$ cat src/rtl/hdmi_defs_pkg.sv
// Shared encodings for the HDMI RGB-to-YCbCr processing path.
package hdmi_defs;

   // Converter processing modes carried on mode_req / mode.
   typedef enum logic [1:0] {
      MODE_BYPASS = 2'd0,
      MODE_YCBCR  = 2'd1,
      MODE_LUMA   = 2'd2,
      MODE_RSVD   = 2'd3
   } mode_e;

   // Video lock sequencer states.
   typedef enum logic [1:0] {
      ST_UNLOCKED = 2'd0,
      ST_ACQUIRE  = 2'd1,
      ST_LOCKED   = 2'd2
   } state_e;

   // Receiver control signals travelling alongside the pixel pipeline.
   typedef struct packed {
      logic vsync;
      logic hsync;
      logic de;
   } sync_t;

   localparam int unsigned SYNC_W = $bits(sync_t);

   // Width of the consecutive-match counter; LOCK_FRAMES is at most 15.
   localparam int unsigned MCNT_W = 4;

   // Status LED bit positions.
   localparam int unsigned LED_LOCKED  = 7;
   localparam int unsigned LED_PEND    = 6;
   localparam int unsigned LED_MODE_HI = 5;
   localparam int unsigned LED_MODE_LO = 4;
   localparam int unsigned LED_FCNT_HI = 3;
   localparam int unsigned LED_FCNT_LO = 0;

endpackage

$ cat src/rtl/sync_delay.sv
// DEPTH x WIDTH shift register aligning control signals with the pixel pipeline.
module sync_delay #(
   parameter int unsigned DEPTH = 3,
   parameter int unsigned WIDTH = 3
) (
   input  logic             clk_i,
   input  logic             rst_ni,
   input  logic [WIDTH-1:0] din_i,
   output logic [WIDTH-1:0] dout_o
);

   logic [DEPTH-1:0][WIDTH-1:0] taps_q;
   logic [DEPTH-1:0][WIDTH-1:0] taps_d;

   // Stage 0 takes the input, each further stage takes its predecessor.
   if (DEPTH == 1) begin : g_single
      assign taps_d = din_i;
   end else begin : g_multi
      assign taps_d = {taps_q[DEPTH-2:0], din_i};
   end

   // Tap registers, cleared so the outputs are quiet after reset.
   always_ff @(posedge clk_i or negedge rst_ni) begin
      if (!rst_ni) begin
         taps_q <= '0;
      end else begin
         taps_q <= taps_d;
      end
   end

   assign dout_o = taps_q[DEPTH-1];

endmodule

$ cat src/rtl/ycbcr_proc_ctrl.sv
// Frame-level sequencer: video lock detection, frame-aligned mode changes,
// control-signal delay matching and status LEDs.
module ycbcr_proc_ctrl
   import hdmi_defs::*;
#(
   parameter int unsigned LATENCY     = 3,
   parameter int unsigned LOCK_FRAMES = 4,
   parameter int unsigned LCNT_W      = 12
) (
   input  logic       clk100,
   input  logic       rstbtn_n,
   input  logic       vsync_in,
   input  logic       hsync_in,
   input  logic       de_in,
   input  logic [1:0] mode_req,
   input  logic       mode_req_vld,
   output logic [1:0] mode,
   output logic       vsync_out,
   output logic       hsync_out,
   output logic       de_out,
   output logic       locked,
   output logic [7:0] frame_cnt,
   output logic [7:0] LED
);

   localparam int unsigned WD_W = LCNT_W + 10;

   logic              vsync_q, hsync_q;
   logic [LCNT_W-1:0] lcnt_q, lcnt_d;
   logic [LCNT_W-1:0] ref_q, ref_d;
   logic [MCNT_W-1:0] match_q, match_d, match_inc;
   logic [WD_W-1:0]   wd_q, wd_d;
   logic [7:0]        frame_q, frame_d;
   logic [1:0]        mode_q, mode_d;
   logic [1:0]        req_q, req_d;
   logic              pend_q, pend_d;
   logic              locked_q, locked_d;
   state_e            state_q, state_d;

   logic              fs, line_start, lcnt_sat, lines_match, wd_expire, req_ok;
   logic [7:0]        led_c;
   sync_t             sync_in, sync_dly;

   // Edge detection on the receiver syncs.
   assign fs          = vsync_in & ~vsync_q;
   assign line_start  = hsync_in & ~hsync_q;
   assign lcnt_sat    = &lcnt_q;
   assign lines_match = !lcnt_sat && (lcnt_q == ref_q);
   assign wd_expire   = !fs && (&wd_q);
   assign req_ok      = mode_req_vld && (mode_req != MODE_RSVD);
   assign match_inc   = match_q + MCNT_W'(1);

   // Line counter, frame counter and missing-vsync watchdog.
   always_comb begin
      lcnt_d  = lcnt_q;
      frame_d = frame_q;
      wd_d    = wd_q + WD_W'(1);
      if (fs) begin
         lcnt_d  = line_start ? LCNT_W'(1) : '0;
         frame_d = frame_q + 8'd1;
         wd_d    = '0;
      end else if (line_start && !lcnt_sat) begin
         lcnt_d = lcnt_q + LCNT_W'(1);
      end
   end

   // Lock sequencer: compares each completed frame's line count with the reference.
   always_comb begin
      state_d = state_q;
      match_d = match_q;
      ref_d   = ref_q;
      if (fs) begin
         unique case (state_q)
            ST_UNLOCKED: begin
               state_d = ST_ACQUIRE;
               match_d = '0;
               ref_d   = lcnt_q;
            end
            ST_ACQUIRE: begin
               if (lines_match) begin
                  match_d = match_inc;
                  if (match_inc == MCNT_W'(LOCK_FRAMES - 1)) begin
                     state_d = ST_LOCKED;
                  end
               end else begin
                  match_d = '0;
                  ref_d   = lcnt_q;
               end
            end
            ST_LOCKED: begin
               if (!lines_match) begin
                  state_d = ST_UNLOCKED;
               end
            end
            default: state_d = ST_UNLOCKED;
         endcase
      end
      if (wd_expire) begin
         state_d = ST_UNLOCKED;
      end
      locked_d = (state_d == ST_LOCKED);
   end

   // Mode handshake: requests wait for a frame boundary unless they arrive on one.
   always_comb begin
      mode_d = mode_q;
      req_d  = req_q;
      pend_d = pend_q;
      if (fs) begin
         if (req_ok) begin
            mode_d = mode_req;
         end else if (pend_q) begin
            mode_d = req_q;
         end
         pend_d = 1'b0;
      end else if (req_ok) begin
         req_d  = mode_req;
         pend_d = 1'b1;
      end
   end

   // Sequencer state register.
   always_ff @(posedge clk100 or negedge rstbtn_n) begin
      if (!rstbtn_n) begin
         state_q  <= ST_UNLOCKED;
         match_q  <= '0;
         ref_q    <= '0;
         locked_q <= 1'b0;
      end else begin
         state_q  <= state_d;
         match_q  <= match_d;
         ref_q    <= ref_d;
         locked_q <= locked_d;
      end
   end

   // Datapath registers: sync history, counters and mode handshake.
   always_ff @(posedge clk100 or negedge rstbtn_n) begin
      if (!rstbtn_n) begin
         vsync_q <= 1'b0;
         hsync_q <= 1'b0;
         lcnt_q  <= '0;
         wd_q    <= '0;
         frame_q <= '0;
         mode_q  <= MODE_BYPASS;
         req_q   <= MODE_BYPASS;
         pend_q  <= 1'b0;
      end else begin
         vsync_q <= vsync_in;
         hsync_q <= hsync_in;
         lcnt_q  <= lcnt_d;
         wd_q    <= wd_d;
         frame_q <= frame_d;
         mode_q  <= mode_d;
         req_q   <= req_d;
         pend_q  <= pend_d;
      end
   end

   // Status LED map, assembled purely from registered state.
   always_comb begin
      led_c                            = '0;
      led_c[LED_LOCKED]                = locked_q;
      led_c[LED_PEND]                  = pend_q;
      led_c[LED_MODE_HI:LED_MODE_LO]   = mode_q;
      led_c[LED_FCNT_HI:LED_FCNT_LO]   = frame_q[7:4];
   end

   assign sync_in = {vsync_in, hsync_in, de_in};

   sync_delay #(
      .DEPTH (LATENCY),
      .WIDTH (SYNC_W)
   ) u_sync_delay (
      .clk_i  (clk100),
      .rst_ni (rstbtn_n),
      .din_i  (sync_in),
      .dout_o (sync_dly)
   );

   assign vsync_out = sync_dly.vsync;
   assign hsync_out = sync_dly.hsync;
   assign de_out    = sync_dly.de;
   assign mode      = mode_q;
   assign locked    = locked_q;
   assign frame_cnt = frame_q;
   assign LED       = led_c;

endmodule

$ cat config.mk
export PLATFORM = sky130hd
export DESIGN_NAME = ycbcr_proc_ctrl
export DESIGN_NICKNAME = d
export VERILOG_FILES = /design/src/rtl/hdmi_defs_pkg.sv /design/src/rtl/sync_delay.sv /design/src/rtl/ycbcr_proc_ctrl.sv
export SDC_FILE = /design/constraint.sdc
export NUM_CORES = 1
export LEC_CHECK = 0
export ABC_AREA = 1
export BUFFER_PORTS_ARGS = -buffer_cell sky130_fd_sc_hd__buf_4
export CELL_PAD_IN_SITES_DETAIL_PLACEMENT = 0
export CELL_PAD_IN_SITES_GLOBAL_PLACEMENT = 1
export CORE_MARGIN = 2
export CORE_UTILIZATION = 40
export DETAILED_ROUTE_END_ITERATION = 8
export PLACE_DENSITY_LB_ADDON = 0.05
export SLEW_MARGIN = 5
export SYNTH_ARGS = -nofsm -noshare
export SYNTH_HDL_FRONTEND = slang
export SYNTH_SLANG_ARGS = --single-unit
$ cat constraint.sdc
create_clock -name clk100 -period 1.8 [get_ports clk100]
set_input_delay 0.27 -clock clk100 [delete_from_list [all_inputs] [get_ports clk100]]
set_output_delay 0.27 -clock clk100 [all_outputs]
set_load 0.02 [all_outputs]
==> run_results.csv, run 1 <==
group,metric,value,unit
cts,clkLatencyLatePin,0.35,ns
worst_setup_path,cp.buffers_inverters,1,
cts,cts_sinks,75,
synthesis,synth.distinct_cells,32,
synthesis,yosysMostFrequentCell,"nand2_1",
synthesis,syn_inst,474,
global_routing,grt_usage,17.6,%
synthesis,yosys-top-cells-count,"nand2_1 (142), dfrtp_1 (75), inv_1 (47), nor2_1 (47), nand3_1 (33)",
synthesis,synthTopCellsByArea,"dfrtp_1 (50%), nand2_1 (14%), inv_1 (4.7%), nor2_1 (4.7%), nand3_1 (4.4%)",
synthesis,yosys_warnings,0,
timing,rsz0062_at_grt,"no",
worst_setup_path,crit_top_cell,"nand2_1",
timing,fin_hold_ws,0.0305,ns
placement,numPortBuffers,29,
synthesis,synth_compound_area_share,6.72,%
synthesis,yosys-mux-area-fraction,0,%
synthesis,synth_edf_count,0,
route,drtPass1Iterations,4,
worst_setup_path,crit_path_start_kind,"flip-flop",
synthesis,synthArstFlopShare,100,%
flow_run,cap_violations,0,
synthesis,synth_top_family_by_area,"simple AND/OR/NAND/NOR gates",
synthesis,yosys.area_share.simple,29.9,%
timing,setup_viol,0,
final_layout,fin_nets,529,
route,ant_nets,0,
pwr,vdd_drop_max,0.644,mV
outcome,outcome,"finished, final reports clean",
global_routing,grt_first_pass_wirelength,13900,microns
route,drtIter0Drc,79,
route,wl_per_cell,12.8,microns
pwr,p_leak,0.00220,uW
placement,gp_congestion,0.744,
worst_setup_path,cp_data_arrival_time,1.87,ns
timing,finalHoldViolations,0,
route,wl,8070,microns
final_layout,drive_gt1_share,17.3,%
worst_setup_path,crit_type,"flip-flop to flip-flop",
pwr,pwr_density_cell,996,nW/um^2
global_routing,grt-ovfl-total,0,
floorplanning,die_area,10200,sq um
route,drc,0,
worst_setup_path,critical_path_required,2.03,ns
placement,dp_hpwl,5720,microns
floorplanning,num_rows,35,
synthesis,yosysSeqAreaShare,49.9,%
synthesis,synth_xor_area_share,2.56,%
worst_setup_path,worst_path_largest_cell_delay,0.39,ns
cts,clk_pin_slew,0.09,ns
cts,cts_buffers,9,
timing,max_freq,610,MHz
route,num_vias,2990,
worst_setup_path,slowest_stage,"dfrtp_1",
worst_setup_path,path_delay_family,"simple AND/OR/NAND/NOR gates",
floorplanning,fp.dieH,101,microns
final_layout,area_growth,16.4,%
synthesis,syn_nets,487,
cts,cts_tree,"yes",
worst_setup_path,cp_cell_sequence,"ha_1, nand2_1, nor2_2, nand2_1, nor2_2, inv_2, nand2_4, nand2_1, o22ai_1, nor2_1",
timing,post-route-period-util,91.0,%
timing,skew,0.0116,ns
synthesis,ys_seq_elements,75,
cts,ctsLongestPathBuffers,2,
timing,worstMarginPinSlew,0.522,ns
cts,cts.htree.levels,3,
synthesis,synth.avg_cell_area,7.93,sq um
worst_setup_path,cp_max_fo,7,
floorplanning,fp.dieW,101,microns
worst_setup_path,r2r_setup_slack,0.16,ns
global_routing,grt_max_degree,36,
timing,slew_headroom,64.9,%
timing,setup_tns,0,ns
floorplanning,initial_core_util,40.9,%
synthesis,ys.flop_type,"dfrtp_1",
floorplanning,core_area,9200,sq um
synthesis,synth_area,3760,sq um
global_routing,grt_pass1_vias,2968,
synthesis,synth_fa_ha_area_share,1.66,%
synthesis,yosysTopAreaCell,"dfrtp_1",
timing,final-max-slew-violation-count,0,
floorplanning,ios,30,
global_routing,antenna_found_initial,0,
min_path,hold_path.class,"primary input to flip-flop",
timing,post-route-min-period,1.64,ns
cts,clock_tree.root_cell,"clkbuf_8",
worst_setup_path,endpoint_kind,"flip-flop",
route,viasPerCell,4.73,
synthesis,synth_top_area_share,49.9,%
final_layout,diodes,0,
## stage by stage
step / total power, uW / util, % / setup slack (ns) / instance area (sq um) / std cells
after floorplan: 2720 / - / 0.122 / 3760 / 474
after global placement: 3050 / 45.0 / 0.148 / 4140 / 614
after detailed placement: 3060 / 45.0 / 0.136 / 4140 / 614
after CTS: 4410 / 47.3 / 0.108 / 4350 / 631
after global routing: 4640 / 47.6 / 0.0172 / 4370 / 632
final: 4360 / 47.6 / 0.162 / 4370 / 632
## where the power goes
part	total, uW	internal, uW	switching [uW]
Combinational	995	387	608
Clock	1320	648	677
Sequential	2040	1870	170
Total	4360	2900	1450
## repair_timing
item	4_1_cts	5_1_grt
endpoints found under the setup margin	0	12
buffers inserted	0	0
gates resized for setup	0	5
hold buffers	1	1
hold endpoints to repair	33	1
## cell families (layout without fill, tap and decap cells)
logic type	after synthesis	after routing
AO/OA/AOI/OAI	47	47
XOR/XNOR	11	11
adder cells (fa/ha/maj)	5	5
buffers and inverters	75	122
flip-flops	75	75
AND/OR/NAND/NOR	261	261
## layout by cell type, fill, tap and decap left out, drive strengths merged, types with 5 or more instances in the layout
cell    Yosys  layout
nand3      33      33
clkbuf      2       9
inv        58      60
buf        15      46
nand4      13      13
nor2       55      55
a21oi      17      17
xor2        6       6
nand2     145     145
o21ai      24      24
nor3       13      13
dfrtp      75      75
ha          5       5
xnor2       5       5
## worst register-to-register path: cells and delay by family, from the launching register on
kind / cells / cell delay [ns]
buffers and inverters: 1 / 0.07
AOI/OAI and AO/OA: 1 / 0.16
and+or+nand+nor: 7 / 0.72
adders and majority gates: 1 / 0.18
DFF: 1 / 0.39
## final cells by class
class	count	area, sq um
fillers	934	4820
flip-flops and latches	75	1880
multi-input cells	324	1550
repair buffers	48	390
inverters	58	220
well taps	111	139
clock buffers	9	124
clock inverters	7	73.8
## path summary, 6_finish.rpt
check,start,end,cells after the start
min in group asynchronous,rstbtn_n,mode[0]$_DFFE_PN0P_,2
worst min-delay path,vsync_in,vsync_q$_DFF_PN0_,1
worst min register to register,u_sync_delay.taps_d[3]$_DFF_PN0_,u_sync_delay.taps_d[6]$_DFF_PN0_,0
worst max-delay path,lcnt_q[1]$_DFFE_PN0P_,lcnt_q[0]$_DFFE_PN0P_,10
max in group asynchronous,rstbtn_n,wd_q[5]$_DFF_PN0_,3
worst max register to register,lcnt_q[1]$_DFFE_PN0P_,lcnt_q[0]$_DFFE_PN0P_,10
## flip-flops by register name, summed over array words and instances, names as in the netlist, 3 cells and up
| signal | cells |
|---|---|
| lcnt_q | 12 |
| frame_cnt | 8 |
| wd_q | 22 |
| ref_q | 12 |
| u_sync_delay.taps_d | 5 |
| match_q | 4 |
| u_sync_delay.dout_o | 3 |
## metal layers
layer	up-vias	part of all wire, %	wire length (microns)	GRT usage (%)
met5	-	0	0	0
met2	34	47	3760	28.3
met4	0	1.1	89	5.61
li1	1581	-	-	-
met3	6	2.8	222	3.95
met1	1369	49	3990	23.8
(Power assumes the default switching activity.)
==> run 2: changes to the inputs <==
--- a/config.mk
+++ b/config.mk
@@ -12,7 +12,7 @@
 export CORE_MARGIN = 2
 export CORE_UTILIZATION = 40
 export DETAILED_ROUTE_END_ITERATION = 8
-export PLACE_DENSITY_LB_ADDON = 0.05
+export PLACE_DENSITY = 0.81
 export SLEW_MARGIN = 5
 export SYNTH_ARGS = -nofsm -noshare
 export SYNTH_HDL_FRONTEND = slang
==> run 2 against run 1 <==
Net effect: wire length decreased by 0.97%; global-route usage shrank 0.25 points; sequential power hardly changed; highest routed layer unchanged; critical path depth is 1 lower; hold slack lost 0.011 ns; sequential cell count stayed put; cell area unchanged; final cell count up 0.47%; clock power about the same; clock skew down 0.0014 ns; first-iteration DRC count grew 140%; critical path type unchanged; setup slack better by 0.021 ns.
==> run_results.csv, run 2 (synthesis gave the netlist of run 1 again) <==
group,metric,value,unit
outcome,outcome,"finished, final reports clean",
timing,skew,0.0102,ns
cts,cts_buffers,9,
global_routing,grt_first_pass_wirelength,13900,microns
cts,clk_pin_slew,0.08,ns
timing,final-max-slew-violation-count,0,
placement,dp_hpwl,5860,microns
worst_setup_path,crit_type,"flip-flop to flip-flop",
worst_setup_path,cp_max_fo,7,
route,drc,0,
placement,placed_area,4150,sq um
timing,post-route-period-util,89.8,%
final_layout,drive_gt1_share,17.4,%
pwr,combPwrFrac,23.2,%
worst_setup_path,endpoint_kind,"flip-flop",
cts,cts_sinks,75,
final_layout,diodes,0,
floorplanning,num_rows,35,
final_layout,reg.largest.list,"wd_q x22, lcnt_q x12, ref_q x12",
final_layout,final_core_util,47.6,%
floorplanning,fp.dieW,101,microns
final_layout,largest_reg_flops,22,
route,num_vias,3097,
timing,setup_viol,0,
route,wl,7990,microns
timing,slew_headroom,70.3,%
floorplanning,fp.dieH,101,microns
timing,max_freq,619,MHz
timing,setup_tns,0,ns
global_routing,grt_usage,17.4,%
flow_run,cap_violations,0,
global_routing,grt_pass1_vias,2946,
timing,finalHoldViolations,0,
cts,cts_tree,"yes",
worst_setup_path,crit_path_start_kind,"flip-flop",
route,viasPerCell,4.88,
pwr,vdd_drop_max,0.751,mV
route,wl_per_cell,12.6,microns
worst_setup_path,cp_data_arrival_time,1.87,ns
cts,cts.htree.levels,3,
pwr,power_switching,1430,uW
placement,gp_congestion,0.900,
floorplanning,initial_core_util,40.9,%
floorplanning,ios,30,
final_layout,area_growth,16.4,%
timing,post-route-min-period,1.62,ns
global_routing,grt-ovfl-total,0,
pwr,pwr_density_cell,996,nW/um^2
pwr,clock_power_share,30.0,%
pwr,seqPwrFrac,46.8,%
worst_setup_path,critical_path_required,2.05,ns
global_routing,grt_max_degree,34,
final_layout,final_common_cell,"nand2_1",
final_layout,fin_nets,532,
global_routing,antenna_found_initial,0,
cts,ctsLongestPathBuffers,2,
floorplanning,core_area,9200,sq um
timing,rsz0062_at_grt,"no",
route,drtPass1Iterations,7,
pwr,switching_share,32.8,%
cts,clock_tree.root_cell,"clkbuf_8",
timing,worstMarginPinSlew,0.441,ns
floorplanning,die_area,10200,sq um
final_layout,finalInstanceArea,4370,sq um
route,ant_nets,0,
pwr,p_leak,0.00220,uW
final_layout,top_register,"wd_q",
route,drtIter0Drc,192,
min_path,hold_path.class,"primary input to flip-flop",
final_layout,layout_common_cells,"nand2_1 (142), dfrtp_1 (75), buf_4 (49), inv_1 (47), nor2_1 (47)",
placement,numPortBuffers,29,
pwr,p_int,2930,uW
cts,clkLatencyLatePin,0.35,ns
-- run 2: cell types whose count changed in the layout (fill, tap and decap cells not counted) --
cell,previous run,this run
nor2_2,6,7
clkinv_2,2,1
clkinvlp_4,1,3
nor2_4,2,1
dlygate4sd3_1,2,1
buf_12,2,1
dfrtp_1,72,75
clkinv_4,1,0
buf_4,44,49
dfrtp_2,3,0
-- run 2: worst paths after layout --
path | startpoint | endpoint | slack (ns) | cells after the start
min reg2reg | u_sync_delay.taps_d[6]$_DFF_PN0_ | u_sync_delay.dout_o[0]$_DFF_PN0_ | 0.35 | 0
max in group asynchronous | rstbtn_n | ref_q[1]$_DFFE_PN0P_ | 0.86 | 3
min | de_in | u_sync_delay.taps_d[3]$_DFF_PN0_ | 0.02 | 1
max reg2reg | lcnt_q[1]$_DFFE_PN0P_ | lcnt_q[7]$_DFFE_PN0P_ | 0.18 | 9
min in group asynchronous | rstbtn_n | u_sync_delay.dout_o[1]$_DFF_PN0_ | 0.39 | 2
max | lcnt_q[1]$_DFFE_PN0P_ | lcnt_q[7]$_DFFE_PN0P_ | 0.18 | 9
-- run 2: area by class of cell --
cell class	instances	area (sq um)
clock buffers	9	124
clock inverters	7	75.1
fillers	918	4820
inverters	58	220
multi-input cells	324	1540
flip-flops and latches	75	1880
well taps	111	139
repair buffers	51	398
-- run 2: power by group through the flow --
stage	sequential (uW)	combinational, uW	clock, uW
6_report	2040	1010	1300
2_1_floorplan	2150	574	0
5_1_grt	2070	1140	1430
3_3_place_gp	2060	1020	0
3_5_place_dp	2070	1030	0
4_1_cts	2040	1030	1340
-- run 2: repair_timing --
| item | 4_1_cts | 5_1_grt |
|---|---|---|
| hold buffers | 1 | 0 |
| resized for setup | 0 | 1 |
| hold endpoints to repair | 28 | 0 |
| setup buffers | 0 | 1 |
| setup endpoints to repair | 0 | 1 |
-- run 2: through the flow --
step	instances	hold slack, ns	power [uW]	setup WS [ns]
after floorplan	474	-0.0256	2720	0.122
after global placement	617	0.234	3080	0.238
after detailed placement	617	0.234	3090	0.216
after CTS	634	0.00566	4410	0.183
after global routing	635	0.00111	4630	0.00974
final	635	0.0197	4360	0.183
-- run 2: metal layers --
metal | vias up | part of all wire, % | global-route usage, %
met4 | 0 | 1.9 | 6.44
met3 | 13 | 4.4 | 4.37
li1 | 1593 | - | -
met2 | 53 | 49 | 28.0
met1 | 1438 | 45 | 22.7
met5 | - | 0 | 0
-- run 2: worst max-delay path, cell delays in order (launching register included) --
cell,delay (ns)
dfrtp_1,0.39
ha_1,0.18
nand2_1,0.07
nor2_2,0.10
nand2_1,0.07
nor2_2,0.14
inv_2,0.06
nand2_4,0.08
nand2_1,0.17
o21ai_0,0.26
==> run 3: changes to the inputs <==
--- a/config.mk
+++ b/config.mk
@@ -13,7 +13,8 @@
 export CORE_UTILIZATION = 40
 export DETAILED_ROUTE_END_ITERATION = 8
 export PLACE_DENSITY = 0.81
-export SLEW_MARGIN = 5
+export REMOVE_ABC_BUFFERS = 1
+export SLEW_MARGIN = 20
 export SYNTH_ARGS = -nofsm -noshare
 export SYNTH_HDL_FRONTEND = slang
 export SYNTH_SLANG_ARGS = --single-unit
==> run 3 against run 2 <==
Net effect: count of clock-buffer cells in the layout up 1; final cell count down 0.94%; power down 4.8%; critical endpoint is now ref_q[7]$_DFFE_PN0P_; largest cell class unchanged; sequential share of layout area up 0.35 points; largest power group unchanged.
==> run_results.csv, run 3 (synthesis gave the netlist of run 1 again) <==
group,metric,value,unit
outcome,outcome,"finished, final reports clean",
final_layout,reg.largest.list,"wd_q x22, lcnt_q x12, ref_q x12",
floorplanning,fp.dieW,101,microns
pwr,pwr_density_cell,956,nW/um^2
pwr,p_int,2750,uW
global_routing,antenna_found_initial,0,
timing,rsz0062_at_grt,"yes",
global_routing,grt_usage,16.8,%
route,ant_nets,0,
final_layout,final_common_cell,"nand2_1",
timing,post-route-period-util,92.1,%
placement,numPortBuffers,29,
flow_run,cap_violations,0,
global_routing,grt_first_pass_wirelength,13600,microns
timing,worstMarginPinSlew,0.434,ns
cts,cts_sinks,75,
final_layout,layout_common_cells,"nand2_1 (142), dfrtp_1 (75), inv_1 (47), nor2_1 (46), buf_4 (42)",
placement,gp_congestion,0.829,
worst_setup_path,crit_type,"flip-flop to flip-flop",
route,drtIter0Drc,141,
pwr,seqPwrFrac,49.3,%
route,viasPerCell,4.88,
route,drtPass1Iterations,4,
worst_setup_path,crit_top_cell,"nand2_1",
route,wl_per_cell,12.4,microns
global_routing,grt-ovfl-total,0,
worst_setup_path,cp_cell_sequence,"buf_4, nand2_1, nand2_1, nor2_1, nand2_1, nor2_4, nand2_2, o21ai_2, buf_12, nand2_1, nand2_1",
worst_setup_path,worst_path_largest_cell_delay,0.40,ns
cts,clk_pin_slew,0.08,ns
cts,cts.htree.levels,3,
timing,final-max-slew-violation-count,0,
global_routing,grt_max_degree,34,
final_layout,diodes,0,
cts,cts_buffers,9,
timing,max_freq,603,MHz
final_layout,drive_gt1_share,16.6,%
cts,clock_tree.root_cell,"clkbuf_8",
route,wl,7790,microns
timing,fin_hold_ws,0.0345,ns
pwr,power_switching,1400,uW
timing,setup_viol,0,
floorplanning,num_rows,35,
final_layout,fin_nets,527,
cts,cts_tree,"yes",
cts,clkLatencyLatePin,0.34,ns
pwr,vdd_drop_max,0.619,mV
pwr,p_leak,0.00218,uW
floorplanning,die_area,10200,sq um
worst_setup_path,crit_path_start_kind,"flip-flop",
timing,setup_tns,0,ns
timing,slew_headroom,70.8,%
cts,ctsLongestPathBuffers,2,
floorplanning,core_area,9200,sq um
pwr,clock_power_share,26.7,%
pwr,switching_share,33.8,%
floorplanning,initial_core_util,40.9,%
final_layout,largest_reg_flops,22,
floorplanning,fp.dieH,101,microns
worst_setup_path,critical_path_required,2.08,ns
pwr,combPwrFrac,24.0,%
final_layout,final_core_util,47.2,%
global_routing,grt_pass1_vias,3038,
timing,post-route-min-period,1.66,ns
worst_setup_path,cp_max_fo,12,
final_layout,area_growth,15.4,%
timing,skew,0.00649,ns
placement,dp_hpwl,5410,microns
worst_setup_path,endpoint_kind,"flip-flop",
route,num_vias,3069,
min_path,hold_path.class,"primary input to flip-flop",
route,drc,0,
floorplanning,ios,30,
worst_setup_path,slowest_stage,"dfrtp_1",
worst_setup_path,cp_data_arrival_time,1.94,ns
final_layout,top_register,"wd_q",
timing,finalHoldViolations,0,
run 3: cell types whose count changed in the layout (fill, tap and decap cells not counted), moves of 2 or more:
| cell | delta |
|---|---|
| buf_4 | -7 |
| nor2_4 | +2 |
| buf_12 | +2 |
| inv_6 | -2 |
| clkinvlp_4 | -2 |
| clkinv_2 | +2 |
run 3: final timing paths:
path	slack, ns	end	cells after the start	startpoint
max	0.14	ref_q[7]$_DFFE_PN0P_	11	lcnt_q[0]$_DFFE_PN0P_
min	0.03	u_sync_delay.taps_d[3]$_DFF_PN0_	1	de_in
max reg2reg	0.14	ref_q[7]$_DFFE_PN0P_	11	lcnt_q[0]$_DFFE_PN0P_
min reg2reg	0.35	u_sync_delay.dout_o[2]$_DFF_PN0_	0	u_sync_delay.taps_d[8]$_DFF_PN0_
max in group asynchronous	0.83	state_q[0]$_DFF_PN0_	3	rstbtn_n
min in group asynchronous	0.40	u_sync_delay.dout_o[0]$_DFF_PN0_	2	rstbtn_n
run 3: layer usage:
metal | GRT usage (%) | part of all wire (%) | vias to the layer above | wire [microns]
met1 | 22.0 | 48 | 1440 | 3750
met4 | 6.65 | 0.87 | 0 | 68
met3 | 3.19 | 3.1 | 6 | 245
li1 | - | - | 1570 | -
met5 | 0 | 0 | - | 0
met2 | 27.5 | 48 | 53 | 3720
run 3: what timing repair did:
item / 4_1_cts / 5_1_grt
hold buffers: 1 / 0
setup buffers: 0 / 2
hold endpoints to repair: 28 / 0
setup endpoints to repair: 0 / 10
resized for setup: 0 / 5
run 3: cell type report:
class	instances	area [sq um]
Fill cell	916	4860
Clock inverter	5	31.3
Multi-Input combinational cell	324	1560
Inverter	58	220
Timing Repair Buffer	46	385
Clock buffer	10	128
Tap cell	111	139
Sequential cell	75	1880
run 3: through the flow:
stage	setup WS, ns	cell area (sq um)	total power (uW)	instances
after floorplan	-0.157	3630	2630	457
after global placement	0.160	4130	3040	611
after detailed placement	0.137	4130	3070	611
after CTS	0.113	4300	4200	627
after global routing	-0.0311	4340	4420	629
final	0.142	4340	4150	629
run 3: power by group through the flow:
stage                     clock [uW]  combinational, uW  sequential, uW
after floorplan                    0                427            2200
after global placement             0                971            2070
after detailed placement           0                993            2070
after CTS                       1160                997            2040
after global routing            1240               1110            2080
final                           1110                995            2040
run 3: worst max-delay path, delay by kind of cell (launching register included):
| kind | cells | cell delay [ns] |
|---|---|---|
| compound gates | 1 | 0.16 |
| simple gates | 8 | 0.72 |
| flops | 1 | 0.40 |
| buf+inv | 2 | 0.32 |
